$ cat config.mk
export PLATFORM = sky130hd
export DESIGN_NAME = vga_rect_fill
export DESIGN_NICKNAME = d
export VERILOG_FILES = /design/src/rtl/vga_rect_fill.sv
export SDC_FILE = /design/constraint.sdc
export NUM_CORES = 1
export LEC_CHECK = 0
export ABC_CLOCK_PERIOD_IN_PS = 5800
export BUFFER_PORTS_ARGS = -buffer_cell sky130_fd_sc_hd__buf_2
export CAP_MARGIN = 40
export CORE_MARGIN = 4
export CORE_UTILIZATION = 55
export CTS_CLUSTER_DIAMETER = 80
export CTS_CLUSTER_SIZE = 16
export DETAILED_ROUTE_END_ITERATION = 8
export PLACE_DENSITY_LB_ADDON = 0.1
export SLEW_MARGIN = 25
export SYNTH_ARGS = -nofsm -noshare
export SYNTH_HDL_FRONTEND = slang
export SYNTH_SLANG_ARGS = --single-unit
$ cat constraint.sdc
create_clock -name clk -period 5.8 [get_ports clk]
set_clock_uncertainty 0.15 [all_clocks]
set_input_delay 0.29 -clock clk [delete_from_list [all_inputs] [get_ports clk]]
set_output_delay 0.29 -clock clk [all_outputs]
set_load 0.01 [all_outputs]
$ cat src/rtl/vga_rect_fill.sv
// Rectangle-fill engine feeding the VGA framebuffer write port.
// It takes one command (x, y, w, h, colour), clips the rectangle to the
// screen and writes one cell per clock in row-major order. After the last
// cell it pulses done for one cycle.
module vga_rect_fill #(
  parameter int XW = 7,
  parameter int YW = 6
) (
  input  logic              clk,
  input  logic              rst,
  input  logic              cmd_valid,
  output logic              cmd_ready,
  input  logic [XW-1:0]     cmd_x,
  input  logic [YW-1:0]     cmd_y,
  input  logic [XW:0]       cmd_w,
  input  logic [YW:0]       cmd_h,
  input  logic [3:0]        cmd_color,
  output logic [3:0]        adat,
  output logic [XW+YW-1:0]  adress,
  output logic              we,
  output logic              busy,
  output logic              done
);

  typedef enum logic [1:0] {IDLE, FILL, DONE} state_t;

  // Screen dimensions, expressed one bit wider than the index so they are exact.
  localparam logic [XW:0] X_SPAN = {1'b1, {XW{1'b0}}};
  localparam logic [YW:0] Y_SPAN = {1'b1, {YW{1'b0}}};

  state_t            state_q;
  logic [XW-1:0]     x_q, col_q, col_last_q;
  logic [YW-1:0]     y_q, row_q, row_last_q;
  logic [3:0]        color_q;

  logic              cmd_ready_q, we_q, busy_q, done_q;
  logic [3:0]        adat_q;
  logic [XW+YW-1:0]  adress_q;

  // Clipped extents and the next cell, computed combinationally.
  logic [XW:0]       x_room_d, ew_d;
  logic [YW:0]       y_room_d, eh_d;
  logic [XW-1:0]     col_last_d, col_d, col_abs_d;
  logic [YW-1:0]     row_last_d, row_d, row_abs_d;
  logic              row_end_d, last_cell_d;

  // Clip the incoming command to the screen and step the cell counters.
  always_comb begin
    x_room_d    = X_SPAN - {1'b0, cmd_x};
    y_room_d    = Y_SPAN - {1'b0, cmd_y};
    ew_d        = (cmd_w < x_room_d) ? cmd_w : x_room_d;
    eh_d        = (cmd_h < y_room_d) ? cmd_h : y_room_d;
    // Low bits minus one gives the last index even when the extent is the
    // full span (e.g. 128 -> 0 - 1 -> 127); zero extents never reach FILL.
    col_last_d  = ew_d[XW-1:0] - 1'b1;
    row_last_d  = eh_d[YW-1:0] - 1'b1;
    row_end_d   = (col_q == col_last_q);
    last_cell_d = row_end_d && (row_q == row_last_q);
    col_d       = row_end_d ? '0 : col_q + 1'b1;
    row_d       = row_end_d ? row_q + 1'b1 : row_q;
    col_abs_d   = x_q + col_d;
    row_abs_d   = y_q + row_d;
  end

  // Control FSM with registered outputs; counters hold the cell on the port.
  always_ff @(posedge clk) begin
    if (rst) begin
      state_q     <= IDLE;
      x_q         <= '0;
      y_q         <= '0;
      col_q       <= '0;
      row_q       <= '0;
      col_last_q  <= '0;
      row_last_q  <= '0;
      color_q     <= '0;
      cmd_ready_q <= 1'b0;
      we_q        <= 1'b0;
      busy_q      <= 1'b0;
      done_q      <= 1'b0;
      adat_q      <= '0;
      adress_q    <= '0;
    end else begin
      case (state_q)
        IDLE: begin
          if (cmd_valid && cmd_ready_q) begin
            x_q         <= cmd_x;
            y_q         <= cmd_y;
            color_q     <= cmd_color;
            col_last_q  <= col_last_d;
            row_last_q  <= row_last_d;
            col_q       <= '0;
            row_q       <= '0;
            busy_q      <= 1'b1;
            cmd_ready_q <= 1'b0;
            if ((ew_d == '0) || (eh_d == '0)) begin
              state_q <= DONE;
              done_q  <= 1'b1;
            end else begin
              state_q  <= FILL;
              we_q     <= 1'b1;
              adat_q   <= cmd_color;
              adress_q <= {cmd_y, cmd_x};
            end
          end else begin
            cmd_ready_q <= 1'b1;
          end
        end
        FILL: begin
          if (last_cell_d) begin
            state_q <= DONE;
            we_q    <= 1'b0;
            done_q  <= 1'b1;
          end else begin
            col_q    <= col_d;
            row_q    <= row_d;
            adat_q   <= color_q;
            adress_q <= {row_abs_d, col_abs_d};
          end
        end
        DONE: begin
          state_q     <= IDLE;
          done_q      <= 1'b0;
          busy_q      <= 1'b0;
          cmd_ready_q <= 1'b1;
        end
        default: begin
          state_q <= IDLE;
        end
      endcase
    end
  end

  assign cmd_ready = cmd_ready_q;
  assign we        = we_q;
  assign busy      = busy_q;
  assign done      = done_q;
  assign adat      = adat_q;
  assign adress    = adress_q;

endmodule

== After elaboration in Yosys (flattened, before gate mapping) ==
Cells that the tools add are included.
Storage, ports and cells
  bits of input ports: 35
  flip-flop bits (word level): 66
  output and inout port bits: 21
Cells by class
  multiplexer cells: 34
  order comparisons: 2
  $add $sub $neg: 8
  equal/unequal tests: 9
  reduce and logical (&&, ||, !) cells: 16
Operator list (number)
  $mux 13: 3
  $mux 7: 4
  $pmux 13 s2: 1
  $mux 6: 3
  $pmux 7 s2: 1
  $mux 4: 3
  $pmux 6 s2: 1
  $reduce_and 4->1: 3
  $ne 2x2->1 const B: 5
  $logic_not 8->1: 1
  $lt 8x8->1: 1
  $mux 1: 8
  $mux 8: 1
  $pmux 4 s2: 1
  $sub 8x7->8 const A: 1
  $add 7x1->7 const B: 1
  $add 7x7->7: 1
  $eq 7x7->1: 1
  $logic_not 7->1: 1
  $lt 7x7->1: 1
  $sub 7x1->7 const B: 1
  $sub 7x6->7 const A: 1
  $add 6x1->6 const B: 1
  $add 6x6->6: 1
  other kinds (15): 23

== Longest topological paths before layout ==
Gate-level depths: netlist (run 1).
  depth in word-level cells: 8
  gate-level depth with buffers: 21
  gate-level depth less buffers: 17

== Worst setup path after synthesis (run 1) ==
Ideal clock, no wire load.
  path type: input to register
  from: input cmd_x[3]
  to: register adat_q[0] (netlist: adat[0])
  path slack: 0.859 ns
  data arrival time: 4.669 ns
  stages: 19
  path buffers: 3
  required time: 5.529 ns
  path through: buf_4 or3_1 or3_1 or3_1 ha_1 a21oi_1 o21ai_0 a21oi_1 clkbuf_1 nor2_1 a21oi_1 ha_1 nand2_1 or3_1 nor4b_2 nor4_4 a21boi_4 buf_12 mux2_4
On the way
  longest elaborated chain between the ends: 7
Ends and longest elaborated chain
  from (decl): line 13  | input logic [XW-1:0] cmd_x,
  $sub 8x7->8 *: line 49  | x_room_d = X_SPAN - {1'b0, cmd_x};
  $lt 8x8->1: line 51  | ew_d = (cmd_w < x_room_d) ? cmd_w : x_room_d;
  $mux 8 *: line 51
  $logic_not 8->1 *: line 95  | if ((ew_d == '0) || (eh_d == '0)) begin
  $logic_or 1x1->1 *: line 95
  $ne 2x2->1 (no source line) *
  $reduce_and 4->1 (no source line) *
  to (signal assigned): line 101  | adat_q <= cmd_color;
  to (signal assigned): line 116  | adat_q <= color_q;
  to (decl): line 37  | logic [3:0] adat_q;
Mark *: on every way between the ends. The rest lies on a longest branch, timed or not.
A chain may end at the register's enable or synchronous reset.

== Worst setup path in the final report (run 1) ==
  from: input cmd_x[2]
  to: register adress_q[11] (netlist: adress[11])
On the way
  longest elaborated chain between the ends: 7
Ends and longest elaborated chain
  $sub 8x7->8 *: line 49
  $lt 8x8->1: line 51
  $mux 8 *: line 51
  $logic_not 8->1 *: line 95
  $logic_or 1x1->1 *: line 95
  $ne 2x2->1 (no source line) *
  $reduce_and 4->1 (no source line) *
  to (signal assigned): line 102  | adress_q <= {cmd_y, cmd_x};
  to (signal assigned): line 117  | adress_q <= {row_abs_d, col_abs_d};
  to (decl): line 38  | logic [XW+YW-1:0] adress_q;
Marks and branches as above.

==> impl_results.md, run 1 <==
- Status: completed
- Cells after Synth: 588
- Num CTS Buffers: 9
- Port bufs: 55
- Synth top area cells: dfxtp_1, ha_1, nand2_1, a21oi_1, xor2_1
- Hold path startpoint: cmd_color[0]
- Pwr per Cell Area: 238 nW/µm²
- Skew-Pair Late Insertion Delay: approximately 0.34 ns
- Syn avg cell area: slightly below 8 µm²
- Drt total wl: 11700 µm
- GRT Total Usage: 0.245
- R2R Setup Slk: 2.12 ns
- Area Growth Syn to Fin: 11.3%
- Clk buf depth: 2
- Most used cell, CP: or3_1
- Worst Hold Class: primary input to flop
- Ant. Diodes: 0
- H-tree Lvls: 3
- Die W: between 90 and 100 µm
- Largest net degree at the start of global routing: 48
- Rows: 33
- Wire per inst: 15.9 µm
- Vias per std cell: 5.71
- R2r startpoint: col_q[4]
- Max incr delay on CP: 0.59 ns
- Vias in the first global route: between 4000 and 5000
- Slowest-stage cell, CP: a21boi_4
- # setup viols final: 0
- Post-Place Worst Slack: 0.634 ns
- Effective utilization at floorplan: 0.564
- Cell accounting for the most synthesized area: dfxtp_1
- R2R cell count: 12
- Leak: 2.30 nW
- #FFs+latches synth: 66
- CTS clock-pin slew for the worst setup and hold paths: roughly 0.07 ns
- Layout cells sized above 1: 0.157
- Seq/Total Area, Yosys: 0.287
- CTS tree: built
- Slew Viols, Final: 0
- Non-Filler Instances: 736
- Worst setup margin: around 1 ns
- Total number of vias: 4199
- MaxCap Viol Count: 0
- Fillers: approximately 750
- Final hold vios: 0
- Grt total ovfl: 0
- WHS Endpoint: color_q[0]
- Critical Path RT: approximately 5.9 ns
- Max Fclk: approximately 210 MHz
- Initial antenna violation count: 0
- Die ar.: 9910 µm²
- Worst R2R End: adress[12]
- Sink Count: 66
- Hold-fix buffers, CTS: 0
- First-pass GRT wire length: 19400 µm
- Part of the cycle the worst path needs: 0.828
- Post-route ant nets: 0
- Hold Crit Depth: 3
- Detailed-route DRC error count: 0
- Mapped Area: roughly 4600 µm²
- Critical Setup Path Class: primary input to flop
- Max-slew headroom: 0.527
- Final net count: 695
- Critical Path Source Type: primary input
- Placed insts: 720
- Top cell type's share of synthesized area: 0.287
- Clock root cell: clkbuf_8
- Placer Congestion: between 0.9 and 1
- RSZ-0062 raised after global routing: no
- Worst Max-Slew Pin Slew: 0.707 ns
- Core footprint: 8180 µm²
- First-iteration detailed-routing DRC count: 205
- Ys async rst share: 0
- Syn nets: about 660
- Crit path DAT: 4.88 ns
- Max rail drop VDD: around 160 µV
- Tmin final: about 4.8 ns
- # IOs: 56
- Dpl hpwl: 8750 µm
- Postcts setup bufs: 0
- Synth warnings: 0
- Die Y-Extent: ~100 µm
- Max FO, Critical Path: 17
- CTS resizes: 0
- Unique cell type count in the Yosys netlist: 52
- Crit end category: flop
- Drt first pass iters: 5
- Final setup TNS: 0 ns
- Worst path cell trace: buf_2, or3_1, or3_1, or3_1, ha_1, a21oi_1, o21ai_0, a21oi_1, nor2_1, a21oi_1, ha_1, nand2_1, or3_1, nor4b_2, nor4_4, a21boi_4, mux2_2
- Main synth FF type: dfxtp_1
- Number of synthesized flops with an enable pin: 0
## registers in the layout (all words and copies together), names as in the netlist
signal / count
adat: 4
adress: 13
busy: 1
cmd_ready: 1
col_last_q: 7
col_q: 7
color_q: 4
done: 1
row_last_q: 6
row_q: 6
state_q: 2
we: 1
x_q: 7
y_q: 6
## power breakdown
part,switching [mW],internal (mW)
combinational,0.191,0.125
clock,0.168,0.231
sequential,0.0202,0.485
## stage by stage
stage / instance area (µm²) / hold slack (ns) / util / total power [mW]
after CTS: 5120 / 0.0335 / 0.627 / 1.23
after global placement: 4910 / 0.292 / 0.601 / 0.821
after floorplan: 4610 / 0.276 / - / 0.736
after detailed placement: 4920 / 0.305 / 0.602 / 0.829
after global routing: 5130 / 0.0435 / 0.628 / 1.29
final: 5130 / 0.0470 / 0.628 / 1.22
## metal layers
| metal | global-route usage | part of all wire |
|---|---|---|
| met2 | 0.419 | 0.50 |
| met5 | 0 | 0 |
| met4 | 0.0840 | 0.020 |
| met1 | 0.306 | 0.43 |
| met3 | 0.0498 | 0.048 |
## area by class of cell
class | count | area [µm²] | share of cell area
tap | 105 | 131 | 0.0256
timing repair buffer | 65 | 350 | 0.0683
multi-input combinational | 471 | 3070 | 0.599
clock buffer | 13 | 169 | 0.0329
sequential | 66 | 1320 | 0.257
inverter | 14 | 52.6 | 0.0102
clock inverter | 2 | 35.0 | 0.00683
## cells in the final DEF (no fill, tap or decap), drive strengths merged, types with 15 or more instances in the layout
cell   instances
mux2          15
xnor2         23
buf           65
nand2        103
nor2          47
dfxtp         66
a21oi         59
ha            31
nor2b         18
xor2          27
nor3          15
## logic make-up after synthesis
| kind of cell | after synthesis | share of synthesized area |
|---|---|---|
| compound gates | 117 | 0.155 |
| xor+xnor | 51 | 0.0999 |
| fa+ha+maj | 33 | 0.0928 |
| buf+inv | 51 | 0.0478 |
| flops | 66 | 0.287 |
| mux | 25 | 0.0624 |
| simple gates | 245 | 0.256 |
## Yosys cell counts, types with 4 or more instances
library cell	count
a21oi_1	59
nor3_1	14
xor2_1	27
nor3b_1	6
inv_1	14
or3_1	12
o211ai_1	8
dfxtp_1	66
a22oi_1	6
clkbuf_1	33
mux2i_1	10
nand4_1	6
nor2_1	47
xnor2_1	23
a21o_1	6
mux2_4	5
and3_1	4
nor2b_1	18
a211oi_1	7
a31oi_1	6
nand2_1	103
nand2b_1	8
ha_1	31
mux2_2	10
nand3_1	14
o21ai_0	12
## critical path, delay by kind of cell
kind | cells | cell delay (ns)
simple gates | 8 | 2.11
compound gates | 5 | 1.34
fa+ha+maj | 2 | 0.56
mux | 1 | 0.40
buf+inv | 1 | 0.15
## worst max-delay path by stage
stage / start / end / slack (ns)
floorplan: cmd_x[3] / adat[0] / 0.86
global placement: cmd_x[2] / adress[7] / 0.75
detailed placement: cmd_x[2] / adress[8] / 0.63
CTS: cmd_x[2] / adress[8] / 1.01
global route: cmd_x[2] / adress[0] / 0.58
finish: cmd_x[2] / adress[11] / 1.0
(Power assumes the default switching activity.)
==> run 2, diff against run 1 <==
--- a/config.mk
+++ b/config.mk
@@ -5,7 +5,7 @@
 export SDC_FILE = /design/constraint.sdc
 export NUM_CORES = 1
 export LEC_CHECK = 0
-export ABC_CLOCK_PERIOD_IN_PS = 5800
+export ABC_CLOCK_PERIOD_IN_PS = 4900
 export BUFFER_PORTS_ARGS = -buffer_cell sky130_fd_sc_hd__buf_2
 export CAP_MARGIN = 40
 export CORE_MARGIN = 4
==> constraint.sdc (replaced) <==
create_clock -name clk -period 4.9 [get_ports clk]
set_clock_uncertainty 0.15 [all_clocks]
set_input_delay 0.245 -clock clk [delete_from_list [all_inputs] [get_ports clk]]
set_output_delay 0.245 -clock clk [all_outputs]
set_load 0.01 [all_outputs]
==> impl_results.md, run 2 (synthesis gave the netlist of run 1 again) <==
- Status: completed
- Pwr per Cell Area: 280 nW/µm² (+18%)
- Max incr delay on CP: 0.39 ns (-0.20 ns)
- Worst path cell trace: buf_2, or3_1, or3_1, or3_1, ha_1, nand2_1, nor3_1, a21oi_1, buf_4, a21oi_1, ha_1, nand2_1, or3_1, nor4b_2, nor4_4, a21boi_4, buf_12, mux2_2
- Fin area: 5220 µm² (+1.7%)
- Net Sw Power: 0.469 mW (+23%)
- Critical Path Source Type: primary input
- Worst setup margin: 0.433 ns (-0.563 ns)
- Post-route ant nets: 0 (unchanged)
- Final hold vios: 0 (unchanged)
- # IOs: 56 (unchanged)
- Min Hold Slack: 0.0487 ns (+0.00170 ns)
- Critical Path RT: 4.99 ns (-0.89 ns)
- Crit end category: flop
- CTS clock-pin slew for the worst setup and hold paths: 0.07 ns (about the same)
- Slew Viols, Final: 0 (unchanged)
- Num CTS Buffers: 9 (unchanged)
- Max Fclk: 224 MHz
- GRT Total Usage: 0.240 (-0.00529)
- Total number of vias: 4239 (+0.95%)
- Clock root cell: clkbuf_8
- Die Y-Extent: 99.5 µm (unchanged)
- Most common cell after layout, fill and taps aside: nand2_1
- Placer Congestion: 0.867 (-7.8%)
- Skew-Pair Late Insertion Delay: 0.35 ns (about the same)
- Core footprint: 8180 µm² (unchanged)
- Worst Hold Class: primary input to flop
- Part of the cycle the worst path needs: 0.912
- Rows: 33 (unchanged)
- First-pass GRT wire length: 19500 µm (+0.54%)
- Wire per inst: 15.4 µm (-2.9%)
- Crit path DAT: 4.55 ns (-0.33 ns)
- Max reg flops: 13 (unchanged)
- Leak: 2.33 nW (+1.5%)
- Post-Place Worst Slack: 0.0847 ns (-0.550 ns)
- R2r startpoint: col_q[2]
- Max-slew headroom: 0.461 (-0.0660)
- # setup viols final: 0 (unchanged)
- Final net count: 702 (+1.0%)
- Clock network power share: 0.332 (+0.005)
- Die ar.: 9910 µm² (unchanged)
- Worst Max-Slew Pin Slew: 0.808 ns (+0.101 ns)
- CTS tree: built
- Most used cell, CP: or3_1
- Ant. Diodes: 0 (unchanged)
- Vias in the first global route: 4121 (+0.73%)
- Slowest-stage cell, CP: or3_1
- Drt first pass iters: 5 (unchanged)
- Hold path startpoint: cmd_y[1]
- Area Growth Syn to Fin: 13.3%
- Vias per std cell: 5.70 (-0.13%)
- H-tree Lvls: 3 (unchanged)
- First-iteration detailed-routing DRC count: 175 (-15%)
- Internal: 0.995 mW (+18%)
- Max FO, Critical Path: 18 (+1)
- CTS resizes: 0 (unchanged)
- Layout cells sized above 1: 0.163 (+0.00586)
- Max rail drop VDD: 170 µV (+4.3%)
- Dpl hpwl: 8450 µm (-3.4%)
- Final setup TNS: 0 ns (unchanged)
- Critical Setup Path Class: primary input to flop
- Clk buf depth: 2 (unchanged)
- MaxCap Viol Count: 0 (unchanged)
- Reg power frac: 0.408 (-0.006)
- Combinational fraction of design power: 0.261 (+0.002)
- Tmin final: 4.47 ns
- Effective utilization at floorplan: 0.564 (unchanged)
- Final design utilization: 0.639 (+0.0109)
- Die W: 99.5 µm (unchanged)
- Largest net degree at the start of global routing: 79 (+65%)
- Initial antenna violation count: 0 (unchanged)
- Grt total ovfl: 0 (unchanged)
- Area after DPL: 4970 µm² (+0.99%)
- Drt total wl: 11500 µm (-1.8%)
- Most frequent cells in the layout: nand2_1, dfxtp_1, a21oi_1, buf_2, nor2_1
- Fillers: 749 (-0.66%)
- RSZ-0062 raised after global routing: no
- Sink Count: 66 (unchanged)
- CP Launch Point: cmd_x[2]
- Port bufs: 55 (unchanged)
- Detailed-route DRC error count: 0 (unchanged)
- Sw Ratio: 0.320 (+0.00926)
run 2: cell count changes in the layout (fill, tap and decap cells not counted), sizes merged:
cell	before	now
clkinvlp	0	1
dlygate4sd3	0	4
clkbuf	13	11
inv	14	16
buf	65	68
run 2: area by class of cell:
cell class	count	area, µm²	area share
timing repair buffer	72	425	0.0815
tap	105	131	0.0252
inverter	14	52.6	0.0101
clock buffer	11	151	0.0290
multi-input combinational	471	3080	0.590
sequential	66	1320	0.253
clock inverter	5	60.1	0.0115
run 2: worst paths after layout:
check	end	slack (ns)	depth (start not counted)
worst max-delay path	adress[8]	0.43	18
worst min-delay path	y_q[1]	0.05	3
worst max register to register	adress[12]	1.21	12
worst min register to register	color_q[0]	0.31	2
run 2: layer usage:
| layer | track usage | vias to the layer above | wire length, µm |
|---|---|---|---|
| met4 | 0.0620 | 0 | 159 |
| met1 | 0.299 | 2011 | 5030 |
| met3 | 0.0295 | 18 | 432 |
| li1 | - | 2129 | - |
| met2 | 0.434 | 81 | 5850 |
| met5 | 0 | - | 0 |
run 2: through the flow:
stage	total power [mW]	std cells
CTS	1.47	744
finish	1.46	744
detailed placement	0.988	724
global placement	0.978	723
global route	1.54	744
floorplan	0.871	588
run 2: what timing repair did:
item / CTS / global route
buffers inserted: 0 / 0
endpoints found under the hold margin: 4 / 0
hold buffers: 4 / 0
run 2: critical path, delay by kind of cell:
| family | cells | cell delay (ns) |
|---|---|---|
| simple gates | 9 | 2.36 |
| fa+ha+maj | 2 | 0.57 |
| compound gates | 3 | 0.55 |
| buf+inv | 3 | 0.48 |
| mux | 1 | 0.34 |
run 2: power groups by stage:
stage                     Combinational [mW]  Sequential [mW]  Clock (mW)
after global placement                 0.370            0.608           0
after detailed placement               0.379            0.609           0
after floorplan                        0.258            0.613           0
after global routing                   0.427            0.601       0.517
final                                  0.381            0.597       0.485
after CTS                              0.383            0.597       0.492
